[src/rtl/jump_pkg.sv]
`default_nettype none
// ============================================================================
// jump_pkg : shared op encoding, error-address helper and firmware labels
// Rev 1.0
// ============================================================================
package jump_pkg;

    typedef enum logic [2:0] {
        IDLE    = 3'd0,
        LOOKUP  = 3'd1,
        CALL    = 3'd2,
        RET     = 3'd3,
        ILLEGAL = 3'd4
    } op_e;

    // Table slots used by the firmware min/max loop
    localparam int LOOP_I     = 0;
    localparam int LOOP_J     = 1;
    localparam int UPDATE_MAX = 2;
    localparam int UPDATE_MIN = 3;
    localparam int END_J      = 4;

    function automatic logic [63:0] default_err_addr(input int unsigned width);
        if (width >= 64)
            return '1;
        else
            return (64'd1 << width) - 64'd1;
    endfunction

endpackage
`default_nettype wire

[src/rtl/jump_target_table_if.sv]
`default_nettype none
// ============================================================================
// jump_target_table_if : request/write/result bundle for jump_target_table
// Rev 1.0
// ============================================================================
interface jump_target_table_if #(
    parameter int PTR_W  = 3,
    parameter int ADDR_W = 8
);
    logic              Lookup;
    logic [PTR_W-1:0]  Jptr;
    logic              Call;
    logic [ADDR_W-1:0] RetPC;
    logic              Ret;
    logic              Wr_en;
    logic [PTR_W-1:0]  Wr_ptr;
    logic [ADDR_W-1:0] Wr_addr;
    logic [ADDR_W-1:0] Jump;
    logic              JumpValid;
    logic              JumpErr;
    logic              RasEmpty;
    logic              RasFull;

    modport master (
        output Lookup, Jptr, Call, RetPC, Ret, Wr_en, Wr_ptr, Wr_addr,
        input  Jump, JumpValid, JumpErr, RasEmpty, RasFull
    );

    modport slave (
        input  Lookup, Jptr, Call, RetPC, Ret, Wr_en, Wr_ptr, Wr_addr,
        output Jump, JumpValid, JumpErr, RasEmpty, RasFull
    );
endinterface
`default_nettype wire

[src/rtl/ret_addr_stack.sv]
`default_nettype none
// ============================================================================
// ret_addr_stack : non-wrapping LIFO of return addresses with occupancy count
// Rev 1.0
// ============================================================================
module ret_addr_stack #(
    parameter int ADDR_W    = 8,
    parameter int RAS_DEPTH = 4
) (
    input  wire logic              clk,
    input  wire logic              rst,
    input  wire logic              push_i,
    input  wire logic              pop_i,
    input  wire logic [ADDR_W-1:0] push_data_i,
    output logic      [ADDR_W-1:0] top_o,
    output logic                   empty_o,
    output logic                   full_o
);
    localparam int IDX_W = $clog2(RAS_DEPTH);
    localparam int CNT_W = $clog2(RAS_DEPTH) + 1;

    logic [CNT_W-1:0]  count_q, count_d;
    logic [ADDR_W-1:0] mem_q [RAS_DEPTH];
    logic              w_do_push, w_do_pop;
    logic [IDX_W-1:0]  w_wr_idx, w_top_idx;

    assign empty_o   = (count_q == '0);
    assign full_o    = (count_q == CNT_W'(RAS_DEPTH));
    assign w_do_push = push_i && !full_o;
    assign w_do_pop  = pop_i && !empty_o;
    assign w_wr_idx  = count_q[IDX_W-1:0];
    assign w_top_idx = IDX_W'(count_q - CNT_W'(1));
    assign top_o     = mem_q[w_top_idx];

    always_comb begin
        count_d = count_q;
        if (w_do_push && !w_do_pop)
            count_d = count_q + CNT_W'(1);
        else if (w_do_pop && !w_do_push)
            count_d = count_q - CNT_W'(1);
    end

    always_ff @(posedge clk) begin
        if (rst)
            count_q <= '0;
        else
            count_q <= count_d;
    end

    // Entries above the count are dead, so storage needs no reset
    always_ff @(posedge clk) begin
        if (w_do_push)
            mem_q[w_wr_idx] <= push_data_i;
    end

endmodule
`default_nettype wire

[src/rtl/jump_target_table.sv]
`default_nettype none
// ============================================================================
// jump_target_table : registered jump-pointer lookup with valid bits and RAS
// Rev 1.0
// ============================================================================
module jump_target_table
    import jump_pkg::*;
#(
    parameter int              PTR_W     = 3,
    parameter int              ADDR_W    = 8,
    parameter int              RAS_DEPTH = 4,
    parameter logic [ADDR_W-1:0] ERR_ADDR = ADDR_W'(default_err_addr(ADDR_W))
) (
    input wire logic           Clk,
    input wire logic           Reset,
    jump_target_table_if.slave bus
);
    localparam int DEPTH = 2 ** PTR_W;

    logic [ADDR_W-1:0] table_q [DEPTH];
    logic [DEPTH-1:0]  valid_q;

    logic [ADDR_W-1:0] jump_q, jump_d;
    logic              jvalid_q, jvalid_d;
    logic              jerr_q, jerr_d;

    op_e               w_op;
    logic              w_wr_hit;
    logic [ADDR_W-1:0] w_ent_data;
    logic              w_ent_valid;
    logic              w_push, w_pop;
    logic [ADDR_W-1:0] w_ras_top;
    logic              w_ras_empty, w_ras_full;

    // Same-cycle write to the looked-up slot is forwarded (write-first)
    assign w_wr_hit    = bus.Wr_en && (bus.Wr_ptr == bus.Jptr);
    assign w_ent_data  = w_wr_hit ? bus.Wr_addr : table_q[bus.Jptr];
    assign w_ent_valid = w_wr_hit || valid_q[bus.Jptr];

    always_comb begin
        if (bus.Call && bus.Ret)
            w_op = ILLEGAL;
        else if (bus.Ret)
            w_op = RET;
        else if (bus.Call)
            w_op = CALL;
        else if (bus.Lookup)
            w_op = LOOKUP;
        else
            w_op = IDLE;
    end

    always_comb begin
        jump_d   = jump_q;
        jvalid_d = 1'b0;
        jerr_d   = 1'b0;
        w_push   = 1'b0;
        w_pop    = 1'b0;
        case (w_op)
            LOOKUP: begin
                jvalid_d = 1'b1;
                jump_d   = w_ent_valid ? w_ent_data : ERR_ADDR;
                jerr_d   = !w_ent_valid;
            end
            CALL: begin
                jvalid_d = 1'b1;
                if (w_ras_full) begin
                    jump_d = ERR_ADDR;
                    jerr_d = 1'b1;
                end else begin
                    w_push = 1'b1;
                    jump_d = w_ent_valid ? w_ent_data : ERR_ADDR;
                    jerr_d = !w_ent_valid;
                end
            end
            RET: begin
                jvalid_d = 1'b1;
                if (w_ras_empty) begin
                    jump_d = ERR_ADDR;
                    jerr_d = 1'b1;
                end else begin
                    w_pop  = 1'b1;
                    jump_d = w_ras_top;
                end
            end
            ILLEGAL: begin
                jvalid_d = 1'b1;
                jump_d   = ERR_ADDR;
                jerr_d   = 1'b1;
            end
            default: ;
        endcase
    end

    always_ff @(posedge Clk) begin
        if (Reset) begin
            jump_q   <= ERR_ADDR;
            jvalid_q <= 1'b0;
            jerr_q   <= 1'b0;
            valid_q  <= '0;
        end else begin
            jump_q   <= jump_d;
            jvalid_q <= jvalid_d;
            jerr_q   <= jerr_d;
            if (bus.Wr_en)
                valid_q[bus.Wr_ptr] <= 1'b1;
        end
    end

    always_ff @(posedge Clk) begin
        if (bus.Wr_en)
            table_q[bus.Wr_ptr] <= bus.Wr_addr;
    end

    ret_addr_stack #(
        .ADDR_W    (ADDR_W),
        .RAS_DEPTH (RAS_DEPTH)
    ) u_ras (
        .clk         (Clk),
        .rst         (Reset),
        .push_i      (w_push),
        .pop_i       (w_pop),
        .push_data_i (bus.RetPC),
        .top_o       (w_ras_top),
        .empty_o     (w_ras_empty),
        .full_o      (w_ras_full)
    );

    assign bus.Jump      = jump_q;
    assign bus.JumpValid = jvalid_q;
    assign bus.JumpErr   = jerr_q;
    assign bus.RasEmpty  = w_ras_empty;
    assign bus.RasFull   = w_ras_full;

endmodule
`default_nettype wire

[src/flat_wrapper.sv]
// flat-port wrapper written by rule: the top's interface ports become plain ports
module jump_target_table_flat import jump_pkg::*;
#(
    parameter int              PTR_W     = 3,
    parameter int              ADDR_W    = 8,
    parameter int              RAS_DEPTH = 4,
    parameter logic [ADDR_W-1:0] ERR_ADDR = ADDR_W'(default_err_addr(ADDR_W))
)
  (Clk, Reset, bus_Lookup, bus_Jptr, bus_Call, bus_RetPC, bus_Ret, bus_Wr_en, bus_Wr_ptr, bus_Wr_addr, bus_Jump, bus_JumpValid, bus_JumpErr, bus_RasEmpty, bus_RasFull);
  jump_target_table_if #(.PTR_W(PTR_W), .ADDR_W(ADDR_W)) bus_i ();
  input wire logic Clk;
  input wire logic Reset;
  input wire logic [$bits(bus_i.Lookup)-1:0] bus_Lookup;
  input wire logic [$bits(bus_i.Jptr)-1:0] bus_Jptr;
  input wire logic [$bits(bus_i.Call)-1:0] bus_Call;
  input wire logic [$bits(bus_i.RetPC)-1:0] bus_RetPC;
  input wire logic [$bits(bus_i.Ret)-1:0] bus_Ret;
  input wire logic [$bits(bus_i.Wr_en)-1:0] bus_Wr_en;
  input wire logic [$bits(bus_i.Wr_ptr)-1:0] bus_Wr_ptr;
  input wire logic [$bits(bus_i.Wr_addr)-1:0] bus_Wr_addr;
  output wire logic [$bits(bus_i.Jump)-1:0] bus_Jump;
  output wire logic [$bits(bus_i.JumpValid)-1:0] bus_JumpValid;
  output wire logic [$bits(bus_i.JumpErr)-1:0] bus_JumpErr;
  output wire logic [$bits(bus_i.RasEmpty)-1:0] bus_RasEmpty;
  output wire logic [$bits(bus_i.RasFull)-1:0] bus_RasFull;
  assign bus_i.Lookup = bus_Lookup;
  assign bus_i.Jptr = bus_Jptr;
  assign bus_i.Call = bus_Call;
  assign bus_i.RetPC = bus_RetPC;
  assign bus_i.Ret = bus_Ret;
  assign bus_i.Wr_en = bus_Wr_en;
  assign bus_i.Wr_ptr = bus_Wr_ptr;
  assign bus_i.Wr_addr = bus_Wr_addr;
  assign bus_Jump = bus_i.Jump;
  assign bus_JumpValid = bus_i.JumpValid;
  assign bus_JumpErr = bus_i.JumpErr;
  assign bus_RasEmpty = bus_i.RasEmpty;
  assign bus_RasFull = bus_i.RasFull;
  jump_target_table #(.PTR_W(PTR_W), .ADDR_W(ADDR_W), .RAS_DEPTH(RAS_DEPTH), .ERR_ADDR(ERR_ADDR)) u_core (.Clk(Clk), .Reset(Reset), .bus(bus_i));
endmodule
[config.mk]
export PLATFORM = sky130hd
export DESIGN_NAME = jump_target_table_flat
export DESIGN_NICKNAME = d
export VERILOG_FILES = /design/src/rtl/jump_pkg.sv /design/src/rtl/jump_target_table_if.sv /design/src/rtl/ret_addr_stack.sv /design/src/rtl/jump_target_table.sv /design/src/flat_wrapper.sv
export SDC_FILE = /design/constraint.sdc
export NUM_CORES = 1
export LEC_CHECK = 0
export ABC_AREA = 0
export CAP_MARGIN = 20
export CORE_ASPECT_RATIO = 2
export CORE_UTILIZATION = 50
export CTS_CLUSTER_DIAMETER = 150
export CTS_CLUSTER_SIZE = 24
export DETAILED_ROUTE_END_ITERATION = 8
export PLACE_DENSITY = 0.7
export SLEW_MARGIN = 20
export SYNTH_ARGS = -nofsm -noshare
export SYNTH_HDL_FRONTEND = slang
export SYNTH_SLANG_ARGS = --single-unit
[constraint.sdc]
create_clock -name Clk -period 3.4 [get_ports Clk]
set_clock_uncertainty 0.05 [all_clocks]
set_input_delay 0.68 -clock Clk [delete_from_list [all_inputs] [get_ports Clk]]
set_output_delay 0.68 -clock Clk [all_outputs]
set_load 0.03 [all_outputs]
==> results.yml <==
status:
  status: "finished clean"
timing:
  max_freq_ghz: 0.3580
  fin_setup_tns_ns: 0
  worstMarginPinSlew_ns: 0.7002
  period_minus_slack_ns: 2.793
  setup-violations-final: 0
  rsz0062_at_grt: "no"
  fin_crit_sh_pct: 82.16
  relSlewSlack_pct: 53.32
  hold_viol: 0
  drv_slew: 0
place:
  hpwlAfterDp_um: 7461
  gp_congestion: 0.8205
  place_area_um2: 5746
  port_buffers: 39
logic_synthesis:
  yosys-top-cells-area: "edfxtp_1 56%, dfxtp_1 8.1%, mux4_1 8.1%, mux2i_1 4.1%, ha_1 2.2%"
  syn_inst: 330
  synth.area.mux_share_pct: 14.36
  synth-async-reset-ratio_pct: 0
  synthDistinctLibCells: 48
  synth_xor_area_share_pct: 1.354
  yosys_warnings: 0
  synth-edff-count: 96
  synthesis.nets: 367
  ys.flop_type: "edfxtp_1"
  synth_top_cell_area_share_pct: 55.71
  syn_area_per_cell_um2: 15.68
  synth_compound_area_share_pct: 7.519
  synth_top_family_by_area: "multiplexers"
  netlist.top_cell.by_area: "edfxtp_1"
  synth_area_um2: 5175
  yosys.area_share.adder_pct: 2.176
  ys_ff_latch: 117
  yosysSeqAreaShare_pct: 63.83
  yosys.area_share.simple_pct: 7.278
die:
  ios: 40
  die_x_um: 73.94
  dieArea_um2: 10790
  die_h_um: 145.9
  start_util_pct: 51.32
  core_um2: 10080
  row_count: 52
route:
  ant_nets: 0
  initialDrtViolationCount: 216
  drt_pre_antenna_iters: 4
  wire_per_inst_um: 19.04
  routed_wl_um: 10260
  viasPerCell: 5.633
  vias: 3036
  drc: 0
layout:
  area_growth_pct: 21.37
  design_area_um2: 6281
  multi_input_area_um2: 1692
  regArea_um2: 3303
  drive_gt1_share_pct: 18.56
  n_antenna_cell: 0
  fill_cells: 752
  fin_nets: 428
critical_path:
  cp-start-kind: "register"
  path_cells: "buf_4, clkinv_1, ha_1, and2_1, clkdlybuf4s50_1"
  cp_max_fo: 12
  cp_slowest_cell: "clkdlybuf4s50_1"
  crit_buf_inv: 3
  critPathRequiredTime_ns: 2.67
  path_delay_family: "buffers and inverters"
  critPathKind: "reg -> out"
  slowest_delay_ns: 0.59
  crit_path_end_kind: "primary output"
  arrival_ns: 2.06
cts:
  ctsResizeCount: 0
  cts_tree: "done"
  cts_buffers: 17
  clkLatencyLatePin_ns: 0.41
  root_buffer: "clkbuf_16"
  h-tree-depth: 4
  clkSlewWorstSetupHoldPaths_ns: 0.06
  post_cts_buffers: 0
  cts.sinks: 117
  clockBufferDepth: 2
  cts_hold_buf: 0
global_route:
  grt_use_met2_pct: 38.45
  grt_pass1_wl_um: 16420
  grt_start_max_net_pins: 23
  gr-usage-all-layers_pct: 21.50
  grt-busiest-layer: "met2"
  antenna_found_initial: 0
  grtUsageMet3_pct: 5.609
  use_met1_pct: 22.29
  grt_pass1_vias: 3139
  overflow: 0
job:
  maxCapViolCount: 0
pwr:
  p_leak_nw: 2.144
  peakVddDrop_mv: 0.4188
  p_per_area_nw_per_um2: 612.9
worst_hold_path:
  worstHoldPathType: "reg -> reg"
[final timing paths]
| kind | from | endpoint | slack (ns) | cells past startpoint |
|---|---|---|---|---|
| worst min register to register | u_core.valid_q[7] | u_core.valid_q[7] | 0.42 | 1 |
| worst max-delay path | u_core.u_ras.count_q[0] | bus_RasFull | 0.61 | 5 |
| worst min-delay path | u_core.valid_q[7] | u_core.valid_q[7] | 0.42 | 1 |
| worst max register to register | u_core.u_ras.count_q[0] | u_core.bus.Jump[0] | 1.03 | 8 |
[state kept, by name (all words and copies together), names as in the netlist]
signal                cells
u_core.table_q           64
u_core.u_ras.mem_q       32
u_core.bus.Jump           8
u_core.valid_q            8
u_core.u_ras.count_q      3
u_core.bus.JumpErr        1
u_core.bus.JumpValid      1
[cell usage after synthesis, types with 2 or more instances]
| cell type | instances |
|---|---|
| a31oi_1 | 9 |
| or3_2 | 7 |
| dfxtp_1 | 21 |
| a211oi_1 | 8 |
| o221ai_1 | 8 |
| nand2b_1 | 4 |
| mux2i_1 | 21 |
| nand2_1 | 4 |
| edfxtp_1 | 96 |
| nor2_2 | 3 |
| nor2_1 | 30 |
| mux4_1 | 16 |
| clkbuf_1 | 3 |
| a311oi_1 | 8 |
| buf_12 | 2 |
| mux2_2 | 8 |
| buf_2 | 5 |
| a21oi_1 | 3 |
| nand3_1 | 9 |
| xnor2_1 | 5 |
| inv_1 | 8 |
| o211ai_1 | 8 |
| nor3_1 | 2 |
| and2_1 | 4 |
| xor2_1 | 3 |
| ha_1 | 9 |
| buf_1 | 2 |
| buf_6 | 3 |
| or3_1 | 2 |
[power breakdown]
part / switching, mW / internal [mW] / leakage, nW / total (mW)
combinational: 0.357 / 0.273 / 0.857 / 0.630
sequential: 0.0290 / 1.63 / 1.04 / 1.66
clock: 0.633 / 0.931 / 0.243 / 1.56
[per-stage QoR]
step / setup WS, ns / instances / total power, mW / util [%] / hold slack [ns]
floorplan: 0.8132 / 330 / 2.094 / - / 0.3896
global route: 0.5313 / 539 / 4.000 / 62.28 / 0.4469
global placement: 0.3850 / 507 / 2.298 / 56.97 / 0.3976
CTS: 0.5811 / 539 / 3.886 / 62.28 / 0.4243
detailed placement: 0.3074 / 507 / 2.314 / 56.97 / 0.4126
finish: 0.6065 / 539 / 3.850 / 62.28 / 0.4179
[kinds of logic (layout without fill, tap and decap cells)]
group                      count (synthesis)  after routing
DFF                                      117            117
and+or+nand+nor                           72             72
AOI/OAI and AO/OA                         51             51
muxes                                     46             46
buffers and inverters                     27            101
adders and majority gates                  9              9
xor gates and xnor gates                   8              8
[layer usage]
layer	vias to the layer above	share of wire [%]
li1	1449	-
met5	-	0
met4	0	1.9
met2	99	58
met3	17	4.1
met1	1471	36
[cells in the final DEF (no fill, tap or decap), types with 9 or more instances in the layout]
master	Yosys	layout
mux4_1	16	16
nor2_1	30	30
buf_4	0	21
dfxtp_1	21	21
nand3_1	9	9
clkbuf_16	0	17
mux2i_1	21	21
a31oi_1	9	9
clkdlybuf4s50_1	0	39
edfxtp_1	96	96
ha_1	9	9
[area by class of cell]
class                   count  area share (%)
clock inverters            14           1.693
clock buffers              18           6.833
flip-flops and latches    117           52.59
well taps                 135           2.689
inverters                   9          0.5378
repair buffers             60           8.725
multi-input cells         186           26.93
[worst register-to-register path, stage by stage (launching register included)]
cell      delay [ns]
dfxtp_1         0.31
buf_4           0.20
clkinv_1        0.10
ha_1            0.66
buf_4           0.26
mux2i_1         0.18
a311oi_1        0.10
a211oi_1        0.27
a31oi_1         0.11
Note: power is estimated with default switching activity, not from simulation.
